===== src/rtl/fft_peak_tracker.sv =====
// fft_peak_tracker: streaming peak detector for FFT magnitude frames.
// One bin arrives per valid beat. The strongest bin inside [LO_BIN, HI_BIN] with
// a magnitude at or above threshold wins, and its results are latched at frame end.
// A frame ends on in_last, or is force-closed when the beat count reaches MAX_BINS.
// Ports:
//   clock, reset          - system clock, synchronous active-high reset
//   in_valid/in_bin/in_mag/in_last - magnitude beat stream (no backpressure)
//   threshold             - minimum qualifying magnitude, sampled per beat
//   hold_en               - 1: decaying peak hold, 0: hold_amp follows max_amp
//   max_bin/max_amp/max_freq/peak_found - results of the last completed frame
//   frame_done/frame_err  - one-cycle pulses when the results update
//   hold_amp              - peak-hold amplitude
module fft_peak_tracker #(
  parameter int unsigned BIN_W       = 11,
  parameter int unsigned MAG_W       = 10,
  parameter int unsigned FREQ_W      = 13,
  parameter int unsigned MAX_BINS    = 1024,
  parameter int unsigned LO_BIN      = 1,
  parameter int unsigned HI_BIN      = 511,
  parameter int unsigned FREQ_MULT   = 8,
  parameter int unsigned DECAY_SHIFT = 3
) (
  input  logic              clock,
  input  logic              reset,
  input  logic              in_valid,
  input  logic [BIN_W-1:0]  in_bin,
  input  logic [MAG_W-1:0]  in_mag,
  input  logic              in_last,
  input  logic [MAG_W-1:0]  threshold,
  input  logic              hold_en,
  output logic [BIN_W-1:0]  max_bin,
  output logic [MAG_W-1:0]  max_amp,
  output logic [FREQ_W-1:0] max_freq,
  output logic              peak_found,
  output logic              frame_done,
  output logic              frame_err,
  output logic [MAG_W-1:0]  hold_amp
);

  localparam int unsigned CNT_W  = $clog2(MAX_BINS) + 1;
  localparam int unsigned MULT_W = $clog2(FREQ_MULT + 1);
  localparam int unsigned PROD_W = BIN_W + MULT_W;
  // One spare bit so the saturation compare is valid whichever of PROD_W/FREQ_W is wider
  localparam int unsigned CMP_W  = ((PROD_W > FREQ_W) ? PROD_W : FREQ_W) + 1;
  localparam logic [CMP_W-1:0] FREQ_SAT = {{(CMP_W - FREQ_W){1'b0}}, {FREQ_W{1'b1}}};

  typedef enum logic [1:0] {
    S_IDLE  = 2'd0,
    S_ACCUM = 2'd1,
    S_CLOSE = 2'd2
  } state_t;

  state_t r_state;
  state_t w_state_next;

  logic [CNT_W-1:0]  r_cnt;
  logic              r_cand_vld;
  logic [BIN_W-1:0]  r_cand_bin;
  logic [MAG_W-1:0]  r_cand_amp;

  logic              w_in_band;
  logic              w_qual;
  logic              w_take;
  logic              w_win_vld;
  logic [BIN_W-1:0]  w_win_bin;
  logic [MAG_W-1:0]  w_win_amp;
  logic [CNT_W-1:0]  w_cnt_inc;
  logic              w_cnt_full;
  logic              w_close;
  logic              w_force;
  logic [CMP_W-1:0]  w_prod;
  logic [FREQ_W-1:0] w_freq;
  logic [MAG_W-1:0]  w_decay;
  logic [MAG_W-1:0]  w_hold_next;

  // Beat qualification, candidate update and frame-close detection
  always_comb begin
    w_in_band  = 1'b0;
    w_qual     = 1'b0;
    w_take     = 1'b0;
    w_win_vld  = r_cand_vld;
    w_win_bin  = r_cand_bin;
    w_win_amp  = r_cand_amp;
    w_cnt_inc  = r_cnt + CNT_W'(1);
    w_cnt_full = 1'b0;
    w_close    = 1'b0;
    w_force    = 1'b0;

    w_in_band  = (in_bin >= BIN_W'(LO_BIN)) && (in_bin <= BIN_W'(HI_BIN));
    w_qual     = in_valid && w_in_band && (in_mag >= threshold);
    // Strict compare: ties keep the earliest qualifying beat
    w_take     = w_qual && (!r_cand_vld || (in_mag > r_cand_amp));
    w_win_vld  = r_cand_vld || w_qual;
    if (w_take) begin
      w_win_bin = in_bin;
      w_win_amp = in_mag;
    end
    w_cnt_full = (w_cnt_inc == CNT_W'(MAX_BINS));
    w_close    = in_valid && (in_last || w_cnt_full);
    w_force    = in_valid && !in_last && w_cnt_full;
  end

  // Saturated frequency and peak-hold update for the frame being closed
  always_comb begin
    w_prod      = '0;
    w_freq      = '0;
    w_decay     = '0;
    w_hold_next = '0;

    w_prod  = CMP_W'(w_win_bin) * CMP_W'(FREQ_MULT);
    w_freq  = (w_prod > FREQ_SAT) ? {FREQ_W{1'b1}} : w_prod[FREQ_W-1:0];
    w_decay = hold_amp - (hold_amp >> DECAY_SHIFT);
    if (hold_en && (w_decay > w_win_amp)) begin
      w_hold_next = w_decay;
    end else begin
      w_hold_next = w_win_amp;
    end
  end

  // Frame sequencing: a beat in the CLOSE cycle opens the next frame
  always_comb begin
    w_state_next = r_state;
    unique case (r_state)
      S_IDLE, S_CLOSE: begin
        if (w_close) begin
          w_state_next = S_CLOSE;
        end else if (in_valid) begin
          w_state_next = S_ACCUM;
        end else begin
          w_state_next = S_IDLE;
        end
      end
      S_ACCUM: begin
        if (w_close) begin
          w_state_next = S_CLOSE;
        end
      end
      default: w_state_next = S_IDLE;
    endcase
  end

  // State register
  always_ff @(posedge clock) begin
    if (reset) begin
      r_state <= S_IDLE;
    end else begin
      r_state <= w_state_next;
    end
  end

  // Accumulator, beat counter and result registers
  always_ff @(posedge clock) begin
    if (reset) begin
      r_cnt      <= '0;
      r_cand_vld <= 1'b0;
      r_cand_bin <= '0;
      r_cand_amp <= '0;
      max_bin    <= '0;
      max_amp    <= '0;
      max_freq   <= '0;
      peak_found <= 1'b0;
      frame_done <= 1'b0;
      frame_err  <= 1'b0;
      hold_amp   <= '0;
    end else begin
      frame_done <= w_close;
      frame_err  <= w_force;
      if (w_close) begin
        max_bin    <= w_win_bin;
        max_amp    <= w_win_amp;
        max_freq   <= w_freq;
        peak_found <= w_win_vld;
        hold_amp   <= w_hold_next;
        r_cnt      <= '0;
        r_cand_vld <= 1'b0;
        r_cand_bin <= '0;
        r_cand_amp <= '0;
      end else if (in_valid) begin
        r_cnt      <= w_cnt_inc;
        r_cand_vld <= w_win_vld;
        r_cand_bin <= w_win_bin;
        r_cand_amp <= w_win_amp;
      end
    end
  end

endmodule


===== config.mk =====
export PLATFORM = sky130hd
export DESIGN_NAME = fft_peak_tracker
export DESIGN_NICKNAME = d
export VERILOG_FILES = /design/src/rtl/fft_peak_tracker.sv
export SDC_FILE = /design/constraint.sdc
export NUM_CORES = 1
export LEC_CHECK = 0
export ABC_CLOCK_PERIOD_IN_PS = 5050
export CAP_MARGIN = 40
export CORE_AREA = 3 3 116 118
export DETAILED_ROUTE_END_ITERATION = 10
export DIE_AREA = 0 0 119 121
export PLACE_DENSITY_LB_ADDON = 0.15
export SYNTH_ARGS = -nofsm -noshare
export SYNTH_HDL_FRONTEND = slang
export SYNTH_SLANG_ARGS = --single-unit
export TNS_END_PERCENT = 10

===== constraint.sdc =====
create_clock -name clock -period 5.05 [get_ports clock]
set_input_delay 1.515 -clock clock [delete_from_list [all_inputs] [get_ports clock]]
set_output_delay 1.515 -clock clock [all_outputs]
set_load 0.01 [all_outputs]

==> results.tsv <==
metric	value	unit
Peak VDD IR	0.232	mV
register bit total from synthesis	77	
worst-skew pair later-pin latency	340	ps
asr flop ratio synth	0	
Slew Limit Fails	0	
HP Start	max_freq[12]	
area grow syn2layout	38.5	%
port bufs	82	
grt total ovfl	0	
layout net count	668	
gr usage total	0.173	
DP Wirelength	9.46	mm
hold_buf cts	0	
drt initial violations	191	
dpl ws	-538	ps
critical path startpoint category	input port	
Clock Path Buffers	2	
PwrDens	452	mW/mm²
reg2reg setup slack	1040	ps
routed length per instance	16.3	µm
Worst path max stage delay	460	ps
final setup vio count	0	
largest net degree at the start of global routing	57	
final setup margin	183	ps
CORE AREA	0.0126	mm²
worst flop-to-flop path startpoint	hold_amp[4]	
Die Span X	119	µm
Cell variety after synth	59	
Clock transition at path regs	60	ps
Fmax	205	MHz
DRC	0	
# H-tree levels	3	
Post-Route WL	12.6	mm
Worst path slowest cell	clkdlybuf4s50_1	
max_slew headroom	0.437	
Avg Synthesized Cell Area	8.99	µm²
drt pass-1 iters	4	
layout cell share with drive strength beyond 1	0.202	
# IOs	83	
n_diodes	0	
Row Count	41	
CP startpoint	threshold[3]	
clock root buffer master	clkbuf_16	
Main synth FF type	dfxtp_1	
Syn Nets	555	
Worst Hold End	max_freq[12]	
final non-filler cell total	770	
starting density of the core	0.343	
max cap viols	0	
CP bufs+invs	3	
CP cell instances	clkdlybuf4s50_1 > inv_1 > ha_1 > a211oi_2 > nor3_2 > a2111oi_4 > a21oi_2 > and2_4 > buf_4 > a21oi_2 > ha_1 > and3_1 > o21ai_2 > o2111ai_2 > and2_2 > a211o_1 > a31o_2	
final hold violation count	0	
clk_skew	11.0	ps
sequential share of the synthesized area	0.357	
synthesis warning total	0	
Die Y	121	µm
Max Fanout on Critical Path	7	
Crit. End Element	flip-flop	
vias in the first global route	3871	
critical path class	in -> reg	
Final Critical Period	4870	ps
Worst EP arrival	5090	ps
Filler Cell Count	1260	
first-pass GRT wire length	19.8	mm
cell area after synthesis	0.00432	mm²
vias post-DR	3921	
die area	0.0144	mm²
leakage	2.23	nW
initial antenna violation count	0	
Synth Instances	480	
Post-CTS Setup Repair Bufs	0	
RR Endpoint	hold_amp[9]	
Post-synth EDFFs	0	
CP top delay family	compound AO/OA/AOI/OAI gates	
status	finished clean	
Min-Delay Path Class	reg -> reg	
cell depth of the worst hold path	2	
CTS Buf Count	9	
detail-routed via count per cell	5.09	
Final period util	0.964	
Yosys top cell by area	dfxtp_1	
top post-synthesis cells by area	dfxtp_1 36%, ha_1 11%, nor2_1 6.1%	
Slew @ Worst Pin	845	ps
clock sink count	77	
Post-Place Cells	752	
Synth top area share	0.357	
RePlAce Congestion	0.865	
Antenna Nets Post-Route	0	
WP data required	5270	ps
TritonCTS clock tree	yes	
Reg2Reg Depth	15	
[area by class of cell]
cell class	count	area [µm²]	area share
timing repair buffer	130	1190	0.198
sequential	77	1540	0.258
tap	172	215	0.0360
clock buffer	9	225	0.0377
multi-input combinational	338	2580	0.432
clock inverter	7	91.3	0.0153
inverter	37	139	0.0232
[repair_timing]
item | 4_1_cts | 5_1_grt
cloned | 0 | 2
pin swaps | 0 | 6
gates resized for setup | 3 | 34
endpoints found under the setup margin | 10 | 10
[logic make-up (layout without fill, tap and decap cells)]
logic type                 count (synthesis)  count (layout)  synth area share
and+or+nand+nor                          151             152             0.163
AOI/OAI and AO/OA                        120             120             0.229
DFF                                       77              77             0.357
buffers and inverters                     66             183            0.0777
adders and majority gates                 39              39             0.115
xor gates and xnor gates                  16              16            0.0325
muxes                                     11              11            0.0255
[layer usage]
metal  global-route usage  up-vias  part of all wire
met5                    0        -                 0
met4               0.0398        0             0.014
met3               0.0382       14             0.042
met2                0.289       96              0.47
met1                0.227     1859              0.47
li1                     -     1952                 -
[how the worst max path moves through the flow]
stage               cells after the start          end
finish                                 17  hold_amp[9]
detailed placement                     18  hold_amp[4]
global placement                       18  hold_amp[1]
global route                           18  hold_amp[7]
floorplan                              20  hold_amp[9]
CTS                                    18  hold_amp[4]
[report_power, final]
group          internal [mW]  total, mW  switching (mW)
clock                  0.395      0.688           0.292
sequential             0.636      0.665          0.0294
combinational          0.632       1.35           0.720
total                   1.66       2.70            1.04
[cell usage in the layout, fill, tap and decap left out, drive strengths merged, types with 2 or more instances in the layout]
cell / count
nand4: 9
buf: 48
nor3: 17
nor4: 2
o2111ai: 2
dfxtp: 77
nor2b: 2
xnor2: 10
and2: 3
and3: 5
a21oi: 24
ha: 38
a211oi: 28
nand4b: 2
a31o: 2
o21a: 4
a32o: 3
clkdlybuf4s50: 82
nand3: 9
o31a: 2
o221ai: 4
nor2: 71
xor2: 6
a21boi: 2
nand2: 23
inv: 40
a221oi: 2
o22ai: 3
o32ai: 8
a211o: 4
clkbuf: 9
mux2i: 11
o21ai: 13
o211ai: 3
a21o: 4
nand2b: 6
clkinv: 2
o311ai: 3
[cells in the mapped netlist (all sizes together), types with 4 or more instances]
cell type,number
a211o,4
a211oi,28
a21o,4
a21oi,24
and3,5
buf,19
clkbuf,10
dfxtp,77
ha,38
inv,37
mux2i,11
nand2,23
nand2b,6
nand3,9
nand4,9
nor2,71
nor3,17
o21a,4
o21ai,13
o221ai,4
o32ai,8
xnor2,10
xor2,6
[tightest hold or removal path: stages, from the launching register on]
cell and delay, ps:
dfxtp_1 310, inv_1 60, o32ai_2 60
[registers in the layout, indices dropped and copies added, names as in the netlist, 10 cells and up]
register	count
max_freq	11
r_cand_bin	11
max_amp	10
hold_amp	10
max_bin	10
r_cnt	11
r_cand_amp	10
[through the flow]
step,TNS (ps),power (mW),instance area (µm²),util,hold WS [ps]
6_report,0,2.70,5980,0.476,472
5_1_grt,-164,2.89,5980,0.476,507
4_1_cts,0,2.55,5840,0.465,483
3_5_place_dp,-4760,1.85,5520,0.439,472
3_3_place_gp,-4960,1.84,5520,0.439,465
2_1_floorplan,0,1.46,4320,-,475
No activity file was read; power rests on OpenSTA's default activity.
